--- src/rtl/sar_conv_sequencer.sv ---
// sar_conv_sequencer: S&H / calibration / SAR binary-search sequencer
// Optional: define SAR_AVG_EN to report the average of 4 conversions.
module sar_conv_sequencer #(
    parameter int NBITS         = 8,
    parameter int SAMPLE_CYCLES = 4,
    parameter int SETTLE_CYCLES = 2,
    parameter int CAL_CYCLES    = 8
) (
    input  logic             clk,
    input  logic             rst_n,
    input  logic             start,
    input  logic             cont,
    input  logic             cal_req,
    input  logic             cmp,
    input  logic             result_ready,
    input  logic             ovr_clr,
    output logic             sh_sample,
    output logic             comp_cal,
    output logic             comp_en_n,
    output logic [NBITS-1:0] dac_code,
    output logic [NBITS-1:0] result,
    output logic             result_valid,
    output logic             busy,
    output logic             overrun
);

    localparam int CMAX0 = (SAMPLE_CYCLES > SETTLE_CYCLES) ?
                           SAMPLE_CYCLES : SETTLE_CYCLES;
    localparam int CMAX  = (CAL_CYCLES > CMAX0) ? CAL_CYCLES : CMAX0;
    localparam int CW    = $clog2(CMAX + 1);
    localparam int BW    = (NBITS > 1) ? $clog2(NBITS) : 1;

    typedef enum logic [2:0] {
        IDLE,
        CAL,
        SAMPLE,
        CONVERT,
        DONE
    } state_t;

    state_t           state_q;
    state_t           state_d;
    logic [CW-1:0]    cnt_q;
    logic [BW-1:0]    bit_q;
    logic [NBITS-1:0] code_q;
    logic             cal_pend_q;

    logic             cal_due;
    logic             enter_cal;
    logic             cal_last;
    logic             smp_last;
    logic             set_last;
    logic             last_bit;
    logic             last_pass;
    logic             wr_res;
    logic             ovr_set;
    logic [NBITS-1:0] final_code;

    assign cal_due   = cal_pend_q | cal_req;
    assign enter_cal = (state_d == CAL) && (state_q != CAL);
    assign cal_last  = (cnt_q == CW'(CAL_CYCLES - 1));
    assign smp_last  = (cnt_q == CW'(SAMPLE_CYCLES - 1));
    assign set_last  = (cnt_q == CW'(SETTLE_CYCLES - 1));
    assign last_bit  = (bit_q == '0);
    assign wr_res    = (state_q == DONE) && last_pass;
    assign ovr_set   = wr_res && result_valid && !result_ready;

`ifdef SAR_AVG_EN
    logic [1:0]       pass_q;
    logic [NBITS+1:0] acc_q;
    logic [NBITS+1:0] acc_sum;

    assign last_pass  = (pass_q == 2'd3);
    assign acc_sum    = acc_q + {2'b00, code_q};
    assign final_code = acc_sum[NBITS+1:2];

    // Accumulate each pass; cleared when idle or after the 4th pass
    always_ff @(posedge clk or negedge rst_n) begin
        if (!rst_n) begin
            pass_q <= '0;
            acc_q  <= '0;
        end else if (state_q == IDLE) begin
            pass_q <= '0;
            acc_q  <= '0;
        end else if (state_q == DONE) begin
            if (last_pass) begin
                pass_q <= '0;
                acc_q  <= '0;
            end else begin
                pass_q <= pass_q + 2'd1;
                acc_q  <= acc_sum;
            end
        end
    end
`else
    assign last_pass  = 1'b1;
    assign final_code = code_q;
`endif

    // State register
    always_ff @(posedge clk or negedge rst_n) begin
        if (!rst_n) begin
            state_q <= IDLE;
        end else begin
            state_q <= state_d;
        end
    end

    // Next-state logic
    always_comb begin
        state_d = state_q;
        case (state_q)
            IDLE: begin
                if (start || cont) begin
                    state_d = cal_due ? CAL : SAMPLE;
                end
            end
            CAL: begin
                if (cal_last) begin
                    state_d = SAMPLE;
                end
            end
            SAMPLE: begin
                if (smp_last) begin
                    state_d = CONVERT;
                end
            end
            CONVERT: begin
                if (set_last && last_bit) begin
                    state_d = DONE;
                end
            end
            DONE: begin
                if (!last_pass) begin
                    state_d = SAMPLE;
                end else if (cont) begin
                    state_d = cal_due ? CAL : SAMPLE;
                end else begin
                    state_d = IDLE;
                end
            end
            default: state_d = IDLE;
        endcase
    end

    // Moore outputs decoded from the current state
    always_comb begin
        sh_sample = (state_q == SAMPLE);
        comp_cal  = (state_q == CAL);
        comp_en_n = (state_q != CONVERT);
        busy      = (state_q != IDLE);
        dac_code  = '0;
        if (state_q == CONVERT) begin
            dac_code = code_q | (NBITS'(1) << bit_q);
        end
    end

    // Phase counter: restarts on every state change and every bit trial
    always_ff @(posedge clk or negedge rst_n) begin
        if (!rst_n) begin
            cnt_q <= '0;
        end else if (state_d != state_q) begin
            cnt_q <= '0;
        end else if (state_q == CONVERT && set_last) begin
            cnt_q <= '0;
        end else if (state_q != IDLE) begin
            cnt_q <= cnt_q + CW'(1);
        end
    end

    // Binary search: keep the trial bit when the comparator says so
    always_ff @(posedge clk or negedge rst_n) begin
        if (!rst_n) begin
            code_q <= '0;
            bit_q  <= BW'(NBITS - 1);
        end else if (state_q == SAMPLE) begin
            code_q <= '0;
            bit_q  <= BW'(NBITS - 1);
        end else if (state_q == CONVERT && set_last) begin
            if (cmp) begin
                code_q[bit_q] <= 1'b1;
            end
            bit_q <= bit_q - BW'(1);
        end
    end

    // Calibration request is held until CAL is entered
    always_ff @(posedge clk or negedge rst_n) begin
        if (!rst_n) begin
            cal_pend_q <= 1'b0;
        end else begin
            cal_pend_q <= enter_cal ? 1'b0 : cal_due;
        end
    end

    // Result handshake and sticky overrun (set beats clear)
    always_ff @(posedge clk or negedge rst_n) begin
        if (!rst_n) begin
            result       <= '0;
            result_valid <= 1'b0;
            overrun      <= 1'b0;
        end else begin
            if (wr_res) begin
                result       <= final_code;
                result_valid <= 1'b1;
            end else if (result_ready) begin
                result_valid <= 1'b0;
            end
            overrun <= ovr_set | (overrun & ~ovr_clr);
        end
    end

endmodule

--- config.mk ---
export PLATFORM = sky130hd
export DESIGN_NAME = sar_conv_sequencer
export DESIGN_NICKNAME = d
export VERILOG_FILES = /design/src/rtl/sar_conv_sequencer.sv
export SDC_FILE = /design/constraint.sdc
export NUM_CORES = 1
export LEC_CHECK = 0
export ABC_AREA = 1
export CORE_MARGIN = 2
export CORE_UTILIZATION = 46
export CTS_CLUSTER_SIZE = 40
export DETAILED_ROUTE_END_ITERATION = 10
export GPL_TIMING_DRIVEN = 0
export PLACE_DENSITY = 0.75
export SLEW_MARGIN = 20
export SYNTH_ARGS = -nofsm -noshare
export SYNTH_HDL_FRONTEND = slang
export SYNTH_SLANG_ARGS = --single-unit
--- constraint.sdc ---
create_clock -name clk -period 1.75 [get_ports clk]
set_clock_uncertainty 0.2 [all_clocks]
set_input_delay 0.2625 -clock clk [delete_from_list [all_inputs] [get_ports clk]]
set_output_delay 0.2625 -clock clk [all_outputs]
set_load 0.03 [all_outputs]
==> results.py <==
metrics = {
    "synthesis": {
        "syn-cell-area_sq_mm": 0.001589,
        "yosysTopAreaCell": "dfrtp_1",
        "ys.flop_type": "dfrtp_1",
        "synthAdderAreaFrac_pct": 5.512,
        "seq_area_frac_synth_pct": 45.91,
        "synth.top_cells.by_count": "nand2_1 (40), inv_1 (29), dfrtp_1 (26), nor2_1 (22), o21ai_0 (17)",
        "synth_top_area_share_pct": 40.94,
        "synth_edf_count": 0,
        "synth_top_family_by_area": "simple AND/OR/NAND/NOR gates",
        "ys_warn_count": 0,
        "synth_xor_area_share_pct": 0.5512,
        "synth.mux.area_fraction_pct": 0,
        "synthesis.nets": 215,
        "yosys-top-cells-area": "dfrtp_1 (41%), nand2_1 (9.4%), inv_1 (6.9%)",
        "synth_simple_gate_area_share_pct": 24.80,
        "synth_compound_area_share_pct": 13.15,
        "avgSynthCellArea_sq_um": 7.945,
        "ys_ff_latch": 29,
        "synth_most_common_cell": "nand2_1",
        "async_reset_ff_share_pct": 100.0,
        "synthDistinctLibCells": 24,
        "syn_inst": 200,
    },
    "cts": {
        "tritoncts": "yes",
        "clk-insertion-delay-late_ns": 0.35,
        "clock_path_buffers": 2,
        "cts_root_buf": "clkbuf_4",
        "htree_num_levels": 2,
        "cts_buffers": 5,
        "clk_pin_slew_ns": 0.10,
        "cts.sinks": 29,
    },
    "grt": {
        "gr-total-overflow": 0,
        "grt_pass1_wl_mm": 6.637,
        "grt_max_degree": 30,
        "grt_pass1_vias": 1508,
        "grt.total_usage_pct": 21.87,
        "antenna_found_initial": 0,
    },
    "die": {
        "die_area_sq_mm": 0.003941,
        "core-area_sq_mm": 0.003337,
        "start_util_pct": 47.62,
        "die_h_um": 62.78,
        "ios": 30,
        "core.rowCount": 21,
        "chipWidth_um": 62.78,
    },
    "finish": {
        "nFillCells": 230,
        "drive_gt1_share_pct": 42.12,
        "areaGrowthSynthToFinish_pct": 54.88,
        "num_antenna_cells": 0,
        "final_util_pct": 73.75,
        "nets": 287,
    },
    "placement": {
        "place_congestion": 0.8653,
        "place_worst_setup_slack_ns": -0.6532,
        "io_buffers": 29,
        "dpl.hpwl_mm": 2.405,
    },
    "timing": {
        "relSlewSlack_pct": 56.94,
        "rsz0062_at_grt": "true",
        "hold_viol": 0,
        "fmax_mhz": 490.0,
        "finalCriticalPeriod_ns": 2.041,
        "tns_ns": -3.283,
        "worst_slack_ns": -0.2910,
        "setup_viol_count_final": 21,
        "worst_pin_slew_ns": 0.6459,
        "min_period_over_period_pct": 116.6,
        "finalMaxSlewViolations": 0,
    },
    "run_status": {
        "failed_checks": "setup timing",
        "outcome": "finished, violations left",
    },
    "power": {
        "p_switching_w": 0.001500,
        "p_clk_share_pct": 12.4,
        "powerDensity_mw_per_mm2": 1362,
        "seqPwrFrac_pct": 28.4,
        "ir_worst_vdd_mv": 0.6468,
        "p_leak_nw": 1.227,
        "netSwitchingFraction_pct": 44.75,
        "combinationalPowerShare_pct": 59.2,
        "p_int_w": 0.001852,
    },
    "critical_path": {
        "worstPathArrival_ns": 1.58,
        "r2r_start": "bit_q[0]",
        "r2r_cells": 11,
        "critPathCaptureType": "output pin",
        "r2r_setup_slack_ns": -0.19,
        "worst_setup_path_start_kind": "register",
        "worstPathRequired_ns": 1.29,
        "r2r_end": "cnt_q[0]",
        "worstSetupPathType": "register to output pin",
        "critPathMaxFanout": 4,
    },
    "drt": {
        "avgViaCountPerCell": 5.166,
        "drt_iter0_drc": 160,
        "routed_wirelength_mm": 4.695,
        "wl_per_cell_um": 14.72,
        "ant_nets": 0,
        "vias": 1648,
        "firstDrtPassIters": 5,
        "drc": 0,
    },
    "flow_run": {
        "drv_cap": 0,
    },
    "min_path": {
        "min_path_type": "input pin to asynchronous set/reset pin",
    },
}
[cell usage in the layout (no fill, tap or decap), types with 2 or more instances in the layout]
cell / netlist / routed
inv_4: 0 / 3
a21oi_2: 5 / 7
buf_6: 1 / 15
dfrtp_2: 0 / 2
buf_4: 0 / 32
nor2_1: 22 / 19
dfrtp_1: 26 / 24
ha_4: 0 / 4
dlygate4sd2_1: 0 / 10
nor2_4: 3 / 8
o21ai_0: 17 / 15
nor3_1: 4 / 3
inv_2: 6 / 9
nand3_4: 1 / 2
nand2_4: 0 / 3
ha_1: 7 / 3
dfstp_2: 3 / 3
nand3_1: 8 / 7
inv_1: 29 / 23
nand2_2: 5 / 12
nand2_1: 40 / 30
clkinv_2: 1 / 2
clkdlybuf4s50_1: 0 / 6
a21oi_1: 13 / 11
clkbuf_4: 0 / 6
[registers in the layout (all words and copies together) (netlist names)]
signal and flops:
code_q 8, result 8, cnt_q 4, bit_q 3, state_q 3, cal_pend_q 1, overrun 1, result_valid 1
[area by class of cell]
class                   count  area, sq um  area share [%]
well taps                  46        57.56           2.339
clock inverters             3        17.52          0.7117
plain buffers               4        37.54           1.525
inverters                  36        147.6           5.999
repair buffers             65        580.6           23.59
multi-input cells         131        850.8           34.57
clock buffers               5        37.54           1.525
flip-flops and latches     29        732.0           29.74
[metal layers]
metal | global-route usage [%] | part of all wire, % | vias to the layer above
li1 | - | - | 772
met2 | 34.68 | 50 | 69
met3 | 6.486 | 5.5 | 22
met4 | 15.56 | 4.5 | 0
met1 | 25.21 | 40 | 785
met5 | 0 | 0 | -
[worst max-delay path: stages, from the launching register on]
cell	delay (ns)
dfstp_2	0.61
inv_4	0.07
ha_4	0.17
inv_4	0.06
nor2_4	0.04
o21ai_2	0.10
inv_1	0.05
buf_6	0.13
[power groups by stage]
stage                     clock network [W]  registers [W]  logic (W)
after detailed placement                  0       0.000945    0.00119
after floorplan                           0       0.000959   0.000803
after global routing               0.000455       0.000967    0.00212
after global placement                    0       0.000940    0.00117
final                              0.000414       0.000954    0.00198
after CTS                          0.000418       0.000916    0.00142
[kinds of logic (layout without fill, tap and decap cells)]
kind of cell             after synthesis  count (layout)
AND/OR/NAND/NOR                       86              86
buffers and inverters                 40             113
AO/OA/AOI/OAI                         37              37
flip-flops                            29              29
adder cells (fa/ha/maj)                7               7
XOR/XNOR                               1               1
[worst max-delay path by stage]
stage	start	endpoint	slack (ns)
after global placement	state_q[0]	sh_sample	-0.64
after global routing	bit_q[1]	dac_code[3]	-0.38
after floorplan	state_q[2]	dac_code[4]	-0.10
after CTS	bit_q[1]	dac_code[0]	-0.28
after detailed placement	state_q[0]	sh_sample	-0.65
final	bit_q[1]	dac_code[0]	-0.29
[stage by stage]
step | instance area (sq um) | power (W) | hold WS, ns | std cells
5_1_grt | 2461 | 0.003545 | 0.2672 | 319
4_1_cts | 2166 | 0.002753 | 0.2637 | 298
3_5_place_dp | 1932 | 0.002133 | 0.1268 | 275
2_1_floorplan | 1589 | 0.001762 | -0.2331 | 200
6_report | 2461 | 0.003352 | 0.2575 | 319
3_3_place_gp | 1937 | 0.002114 | 0.2661 | 275
[what timing repair did]
item	CTS	global route
cloned	0	0
buffers inserted	14	21
hold buffers	1	0
gates resized for setup	112	40
hold endpoints to repair	26	0
pin swaps	9	13
endpoints found under the setup margin	29	25
Note: power is estimated with default switching activity, not from simulation.
